### src/rtl/ladybird_fetch.sv
// Instruction fetch unit: issues sequential word reads and buffers the returned
// words in an in-order queue toward decode. Redirects flush and kill in-flight reads.
module ladybird_fetch #(
   parameter int              XLEN            = 32,
   parameter logic [XLEN-1:0] RESET_PC        = XLEN'(32'h0000_0000),
   parameter int              QUEUE_DEPTH     = 4,
   parameter int              MAX_OUTSTANDING = 2
) (
   input  logic            clk,
   input  logic            nrst,
   output logic            bus_req,
   input  logic            bus_gnt,
   output logic [XLEN-1:0] bus_addr,
   output logic [3:0]      bus_wstrb,
   input  logic [XLEN-1:0] bus_data,
   input  logic            bus_data_gnt,
   input  logic            redirect_valid,
   input  logic [XLEN-1:0] redirect_pc,
   output logic            inst_valid,
   input  logic            inst_ready,
   output logic [XLEN-1:0] inst,
   output logic [XLEN-1:0] inst_pc
);

   localparam int QW  = (QUEUE_DEPTH > 1) ? $clog2(QUEUE_DEPTH) : 1;
   localparam int QCW = QW + 1;
   localparam int OW  = (MAX_OUTSTANDING > 1) ? $clog2(MAX_OUTSTANDING) : 1;
   localparam int OCW = $clog2(MAX_OUTSTANDING + 1);

   logic [XLEN-1:0] pc_q, pc_d;

   logic [XLEN-1:0] q_inst_q [QUEUE_DEPTH];
   logic [XLEN-1:0] q_inst_d [QUEUE_DEPTH];
   logic [XLEN-1:0] q_pc_q   [QUEUE_DEPTH];
   logic [XLEN-1:0] q_pc_d   [QUEUE_DEPTH];
   logic [QW-1:0]   q_rd_q, q_rd_d, q_wr_q, q_wr_d;
   logic [QCW-1:0]  q_cnt_q, q_cnt_d;

   logic [XLEN-1:0]            o_pc_q [MAX_OUTSTANDING];
   logic [XLEN-1:0]            o_pc_d [MAX_OUTSTANDING];
   logic [MAX_OUTSTANDING-1:0] o_live_q, o_live_d;
   logic [OW-1:0]              o_rd_q, o_rd_d, o_wr_q, o_wr_d;
   logic [OCW-1:0]             o_cnt_q, o_cnt_d;
   logic [OCW-1:0]             live_cnt_q, live_cnt_d;

   logic issue, resp, resp_live, pop;
   logic [31:0] credit_used;
   logic unused_redirect_bits;

   assign unused_redirect_bits = ^redirect_pc[1:0];

   // Killed reads never land in the queue, so only live ones reserve a slot.
   assign credit_used = 32'(q_cnt_q) + 32'(live_cnt_q);
   assign bus_req     = nrst && !redirect_valid
                        && (o_cnt_q < OCW'(MAX_OUTSTANDING))
                        && (credit_used < 32'(QUEUE_DEPTH));
   assign bus_addr    = {pc_q[XLEN-1:2], 2'b00};
   assign bus_wstrb   = 4'b0000;

   assign inst_valid  = (q_cnt_q != '0);
   assign inst        = inst_valid ? q_inst_q[q_rd_q] : '0;
   assign inst_pc     = inst_valid ? q_pc_q[q_rd_q]   : '0;

   assign issue     = bus_req && bus_gnt;
   assign resp      = bus_data_gnt && (o_cnt_q != '0);
   assign resp_live = resp && o_live_q[o_rd_q] && !redirect_valid;
   assign pop       = inst_valid && inst_ready;

   always_comb begin
      pc_d       = pc_q;
      q_inst_d   = q_inst_q;
      q_pc_d     = q_pc_q;
      q_rd_d     = q_rd_q;
      q_wr_d     = q_wr_q;
      q_cnt_d    = q_cnt_q;
      o_pc_d     = o_pc_q;
      o_live_d   = o_live_q;
      o_rd_d     = o_rd_q;
      o_wr_d     = o_wr_q;
      o_cnt_d    = o_cnt_q;
      live_cnt_d = live_cnt_q;

      if (issue) begin
         pc_d             = pc_q + XLEN'(4);
         o_pc_d[o_wr_q]   = {pc_q[XLEN-1:2], 2'b00};
         o_live_d[o_wr_q] = 1'b1;
         o_wr_d           = (o_wr_q == OW'(MAX_OUTSTANDING - 1)) ? '0 : o_wr_q + OW'(1);
      end

      if (resp)
         o_rd_d = (o_rd_q == OW'(MAX_OUTSTANDING - 1)) ? '0 : o_rd_q + OW'(1);

      unique case ({issue, resp})
         2'b10:   o_cnt_d = o_cnt_q + OCW'(1);
         2'b01:   o_cnt_d = o_cnt_q - OCW'(1);
         default: o_cnt_d = o_cnt_q;
      endcase

      if (resp_live) begin
         q_inst_d[q_wr_q] = bus_data;
         q_pc_d[q_wr_q]   = o_pc_q[o_rd_q];
         q_wr_d           = q_wr_q + QW'(1);
      end
      if (pop)
         q_rd_d = q_rd_q + QW'(1);

      unique case ({resp_live, pop})
         2'b10:   q_cnt_d = q_cnt_q + QCW'(1);
         2'b01:   q_cnt_d = q_cnt_q - QCW'(1);
         default: q_cnt_d = q_cnt_q;
      endcase

      unique case ({issue, resp_live})
         2'b10:   live_cnt_d = live_cnt_q + OCW'(1);
         2'b01:   live_cnt_d = live_cnt_q - OCW'(1);
         default: live_cnt_d = live_cnt_q;
      endcase

      // Redirect overrides everything above: in-flight reads stay counted but are dead.
      if (redirect_valid) begin
         pc_d       = {redirect_pc[XLEN-1:2], 2'b00};
         o_live_d   = '0;
         live_cnt_d = '0;
         q_cnt_d    = '0;
         q_rd_d     = '0;
         q_wr_d     = '0;
      end
   end

   always_ff @(posedge clk) begin
      if (!nrst) begin
         pc_q       <= RESET_PC;
         q_rd_q     <= '0;
         q_wr_q     <= '0;
         q_cnt_q    <= '0;
         o_live_q   <= '0;
         o_rd_q     <= '0;
         o_wr_q     <= '0;
         o_cnt_q    <= '0;
         live_cnt_q <= '0;
         for (int i = 0; i < QUEUE_DEPTH; i++) begin
            q_inst_q[i] <= '0;
            q_pc_q[i]   <= '0;
         end
         for (int i = 0; i < MAX_OUTSTANDING; i++)
            o_pc_q[i] <= '0;
      end else begin
         pc_q       <= pc_d;
         q_inst_q   <= q_inst_d;
         q_pc_q     <= q_pc_d;
         q_rd_q     <= q_rd_d;
         q_wr_q     <= q_wr_d;
         q_cnt_q    <= q_cnt_d;
         o_pc_q     <= o_pc_d;
         o_live_q   <= o_live_d;
         o_rd_q     <= o_rd_d;
         o_wr_q     <= o_wr_d;
         o_cnt_q    <= o_cnt_d;
         live_cnt_q <= live_cnt_d;
      end
   end

endmodule
### config.mk
export PLATFORM = sky130hd
export DESIGN_NAME = ladybird_fetch
export DESIGN_NICKNAME = d
export VERILOG_FILES = /design/src/rtl/ladybird_fetch.sv
export SDC_FILE = /design/constraint.sdc
export NUM_CORES = 1
export LEC_CHECK = 0
export ABC_AREA = 1
export CAP_MARGIN = 20
export CORE_UTILIZATION = 50
export CTS_BUF_LIST = sky130_fd_sc_hd__clkbuf_4
export CTS_CLUSTER_SIZE = 40
export DETAILED_ROUTE_END_ITERATION = 7
export GPL_TIMING_DRIVEN = 0
export MAX_ROUTING_LAYER = met4
export PLACE_DENSITY = 0.82
export SYNTH_ARGS = -nofsm -noshare
export SYNTH_HDL_FRONTEND = slang
export SYNTH_SLANG_ARGS = --single-unit
### constraint.sdc
create_clock -name clk -period 6.1 [get_ports clk]
set_input_delay 1.22 -clock clk [delete_from_list [all_inputs] [get_ports clk]]
set_output_delay 1.22 -clock clk [all_outputs]
set_load 0.01 [all_outputs]
# Word level (Yosys, flattened, before mapping)
# Cells that the tools add are included.
dict set report totals {
  output_inout_bits 102
  memories 0
  input_bits 70
  register_bits 367
  latchBits 0
  mem_bits_rw 0
  mem_bits_ro 0
}
dict set report op_classes {
  n_eq_ne 6
  muxes 29
  div_mod_pow 0
  bitwise_logic 6
  mul 0
  n_reduce_logical 19
  order_cmp 11
  addsub 12
  shift 0
}
# op count
set ops {}
lappend ops {{$mux 32} 13}
lappend ops {{$bwmux 128} 2}
lappend ops {{$bmux 32 s2} 2}
lappend ops {{$bwmux 64} 1}
lappend ops {{$demux 32 s2} 1}
lappend ops {{$add 32x3->32 const B} 1}
lappend ops {{$demux 32 s1} 1}
lappend ops {{$logic_and 1x1->1} 11}
lappend ops {{$reduce_bool 2->1} 5}
lappend ops {{$add 2x1->2 const B} 4}
lappend ops {{$pmux 2 s2} 2}
lappend ops {{$eq 2x1->1 const B} 3}
lappend ops {{$eq 2x2->1 const B} 3}
lappend ops {{$ge 3x3->1 const B} 2}
lappend ops {{$not 2->3} 2}
lappend ops {{$pmux 3 s2} 1}
lappend ops {{$mux 1} 5}
lappend ops {{$add 3x2->4} 1}
lappend ops {{$ge 2x2->1 const B} 2}
lappend ops {{$lt 1x2->1 const B} 2}
lappend ops {{$lt 4x3->1 const B} 1}
lappend ops {{$not 1->2} 2}
lappend ops {{$sub 2x1->2 const B} 2}
lappend ops {{$add 3x1->3 const B} 1}
lappend ops {{12 further kinds} 13}

# Logic depth before layout (Yosys ltp)
dict set report logic_depth {
  ltp_word 7
  ltp_mapped 13
}

# Worst setup path before layout
# OpenSTA, ideal clock, no wires.
dict set report synth_timing {
  path_kind {input -> output}
  start {input redirect_valid}
  end {output bus_req}
  arrival_time_ps 1637
  n_path_buf 0
  cell_stages 5
  path_slack_ps 3243
  cell_sequence {inv_2 nand2_1 nor2_1 nand2_1 inv_1}
}
dict set report synth_via {
  elab_chain_len 4
}
# element line_no
set synth_lines {}
lappend synth_lines {{start, declared} 17} ;# input logic redirect_valid,
lappend synth_lines {{$logic_not 1->1} 54} ;# assign bus_req = nrst && !redirect_valid
lappend synth_lines {{$logic_and 1x1->1} 54}
lappend synth_lines {{$logic_and 1x1->1} 55} ;# && (o_cnt_q < OCW'(MAX_OUTSTANDING))
lappend synth_lines {{$logic_and 1x1->1} 56} ;# && (credit_used < 32'(QUEUE_DEPTH));
lappend synth_lines {{end, declared} 11} ;# output logic bus_req,
# No other way between the ends.

# Final worst setup path
dict set report layout_timing {
  start {register q_rd_q[0]}
  end {output inst_pc[21]}
}
dict set report layout_via {
  elab_chain_len 5
}
# element line_no
set layout_lines {}
lappend layout_lines {{start, declared} 36} ;# logic [QW-1:0] q_rd_q, q_rd_d, q_wr_q, q_wr_d;
lappend layout_lines {{start signal, assigned} 151} ;# q_rd_q <= q_rd_d;
lappend layout_lines {{$not 2->3 (not written as such)} 62} ;# assign inst_pc = inst_valid ? q_pc_q[q_rd_q] : '0;
lappend layout_lines {{$bmux 32 s2} 62}
lappend layout_lines {{$mux 32 (not written as such) (2 in a row)} 62}
lappend layout_lines {{$mux 32} 62}
lappend layout_lines {{end, declared} 22} ;# output logic [XLEN-1:0] inst_pc
# No other way between the ends. The select of a mux whose other input is x is not followed.

==> results.yml <==
run_status:
  outcome: "complete, no violations"
power_and_ir_drop:
  vdd_drop_max_mv: 0.163
  p_leak_nw: 7.06
  p_per_area_mw_per_mm2: 248
clock_tree:
  cts_resized: 0
  cts_made_buffers: 89
  cts_sinks: 353
  cts_tree: "yes"
  cts_max_level: 3
  cts_setup_buffers: 0
  cts_root_buffer: "clkbuf_4"
  hold_buffers: 0
  clk_latency_ps: 730
  path_clk_slew_ps: 80
  clk_path_buf_depth: 3
timing:
  min_period_ps: 4910
  final_hold_viol_count: 0
  fin_setup_tns_ps: 0
  worst_pin_slew_ps: 807
  drv_slew: 0
  period_share_pct: 80.5
  rsz0062_at_grt: "false"
  slew_headroom_pct: 45.7
  fmax_mhz: 204
  finalClockSkew_ps: 61.2
  finalSetupViolations: 0
  setup_slack_ps: 1190
layout:
  final_common_cell: "nor2_1"
  areaGrowthSynthToFinish_pct: 20.5
  ff_latch_area_mm2: 0.00707
  fillCellCount: 2899
  multi_input_area_mm2: 0.00752
  fin_nets: 2679
  layout-drive-gt1-share_pct: 7.84
  final_cell_mix: "nor2_1 (733), o21ai_0 (426), dfxtp_1 (353)"
logic_synthesis:
  mappedNetlistArea_mm2: 0.0160
  yosysSeqAreaShare_pct: 44.3
  synth_cells: 2339
  ys_seq_elements: 353
  syn_area_per_cell_um2: 6.82
  ys_types: 38
  ys.warnings.count: 0
worst_setup_path:
  critPathRequiredTime_ps: 4880
  crit_end: "inst_pc[21]"
  worstPathMaxFanout: 10
  reg2reg_to: "live_cnt_q[1]"
  critPathLaunchType: "flop"
  r2r-start: "q_cnt_q[1]"
  arrival_ps: 3690
  critPathCaptureType: "primary output"
  crit_path_start: "q_rd_q[0]"
  reg2regPathDepth: 13
  reg2reg_slack_ps: 3650
  critPathKind: "flop to primary output"
routing:
  dr.pass1.iters: 7
  ant_nets: 0
  vias: 16800
  top_layer: "met4"
  via_per_inst: 5.48
  drt_iter0_markers: 1707
  route.met3.wl_um: 4410
  wl_met1_um: 20100
  wl_um: 50600
  wl_per_cell_um: 16.6
  drc: 0
  wl_met2_um: 24000
die:
  floorplan.io_pins: 172
  die_y_um: 181
  die_x_um: 181
  dieArea_mm2: 0.0326
  core_mm2: 0.0315
  start_util_pct: 50.7
  row_count: 65
global_routing:
  grt_first_pass_wirelength_um: 80700
  antenna_found_initial: 1
  grt_max_degree: 14
  gr-total-overflow: 0
  grt_pass1_vias: 16100
  grtUsageTotal_pct: 31.5
place:
  pre_cts_ws_ps: 2000
  place.port_buffers: 161
  place_hpwl_um: 36000
  routabilityCongestion: 0.988
job:
  max-cap-violations: 0
worst_hold_path:
  hold_path.class: "flop to flop"
-- worst max-delay path, cell delays in order (launching register included) --
cell and delay [ps]:
dfxtp_1 310, clkbuf_1 250, clkbuf_1 590, clkbuf_1 590, nor2_1 130, nor2_1 130
o21ai_0 100, a21oi_1 270, clkdlybuf4s50_1 600
-- power by group --
part           internal, W  switching, W  leakage (nW)  total, W
registers          0.00234     0.0000346          2.85   0.00237
clock network      0.00109      0.000955         0.659   0.00205
logic             0.000133      0.000216          3.55  0.000349
-- logic make-up (layout without fill, tap and decap cells) --
kind of cell | Yosys count | in the layout | share of synthesized area [%]
simple gates | 982 | 982 | 24.1
compound gates | 678 | 678 | 21.5
flops | 353 | 353 | 44.3
buf+inv | 305 | 613 | 8.72
fa+ha+maj | 10 | 10 | 0.831
xor+xnor | 10 | 10 | 0.549
other cells | 1 | 9 | 0.0235
-- registers in the layout, indices dropped and copies added (netlist names), 3 cells and up --
signal    cells
q_cnt_q       3
q_pc_q      120
pc_q         30
o_pc_q       60
q_inst_q    128
-- layout make-up --
class / count / share of cell area, %
sequential: 353 / 36.8
clock buffer: 123 / 4.80
timing repair buffer: 162 / 8.42
inverter: 132 / 2.58
multi-input combinational: 1688 / 39.1
tap: 402 / 2.62
clock inverter: 23 / 1.05
antenna: 1 / 0.0130
buffer: 173 / 4.66
-- synth_stat cells --
master / count / area (µm²)
dfxtp_1: 353 / 7070
o21bai_1: 1 / 7.51
buf_1: 3 / 11.3
nand3b_1: 2 / 15.0
inv_1: 123 / 462
xor2_1: 6 / 52.6
clkbuf_2: 2 / 10.0
o21ai_0: 426 / 2130
a22oi_1: 1 / 7.51
nand2_1: 184 / 691
nor3_4: 1 / 16.3
clkinv_1: 3 / 11.3
a21oi_2: 1 / 8.76
o21a_1: 3 / 22.5
o211a_1: 1 / 10.0
nand3_1: 49 / 245
nor2_4: 2 / 22.5
buf_6: 17 / 191
conb_1: 1 / 3.75
inv_2: 6 / 22.5
fa_1: 1 / 20.0
nor3_2: 1 / 10.0
nand2_4: 4 / 45.0
nor2_2: 1 / 6.26
ha_1: 9 / 113
a211oi_1: 2 / 15.0
o21ai_1: 52 / 260
a31oi_1: 4 / 25.0
clkbuf_1: 110 / 413
buf_4: 10 / 75.1
xnor2_1: 4 / 35.0
nor3b_1: 4 / 30.0
buf_8: 4 / 60.1
o211ai_1: 3 / 22.5
nor2_1: 733 / 2750
nor3_1: 1 / 5.00
a21oi_1: 184 / 921
buf_2: 27 / 135
-- metal layers --
| metal | vias to the layer above | track usage (%) |
|---|---|---|
| li1 | 8111 | - |
| met1 | 7589 | 36.8 |
| met2 | 907 | 52.4 |
| met3 | 155 | 4.81 |
| met4 | 0 | 16.4 |
| met5 | - | - |
-- stage by stage --
stage | cell area, µm² | hold slack [ps] | power, W | std cells | util [%]
4_1_cts | 19200 | 447 | 0.00477 | 3055 | 61.1
3_3_place_gp | 18100 | 434 | 0.00275 | 2909 | 57.5
6_report | 19200 | 446 | 0.00477 | 3057 | 61.1
5_1_grt | 19200 | 470 | 0.00494 | 3057 | 61.1
2_1_floorplan | 16000 | 424 | 0.00260 | 2346 | -
3_5_place_dp | 18100 | 438 | 0.00276 | 2909 | 57.5
-- worst min path at each step --
| stage | startpoint | to | slack [ps] | depth (start not counted) |
|---|---|---|---|---|
| after floorplan | o_pc_q[34] | o_pc_q[34] | 420 | 2 |
| after global placement | o_pc_q[43] | o_pc_q[43] | 430 | 2 |
| after detailed placement | o_pc_q[46] | o_pc_q[46] | 440 | 2 |
| after CTS | o_pc_q[46] | o_pc_q[46] | 450 | 2 |
| after global routing | o_pc_q[37] | o_pc_q[37] | 470 | 2 |
| final | o_pc_q[37] | o_pc_q[37] | 450 | 2 |
(Power assumes the default switching activity.)
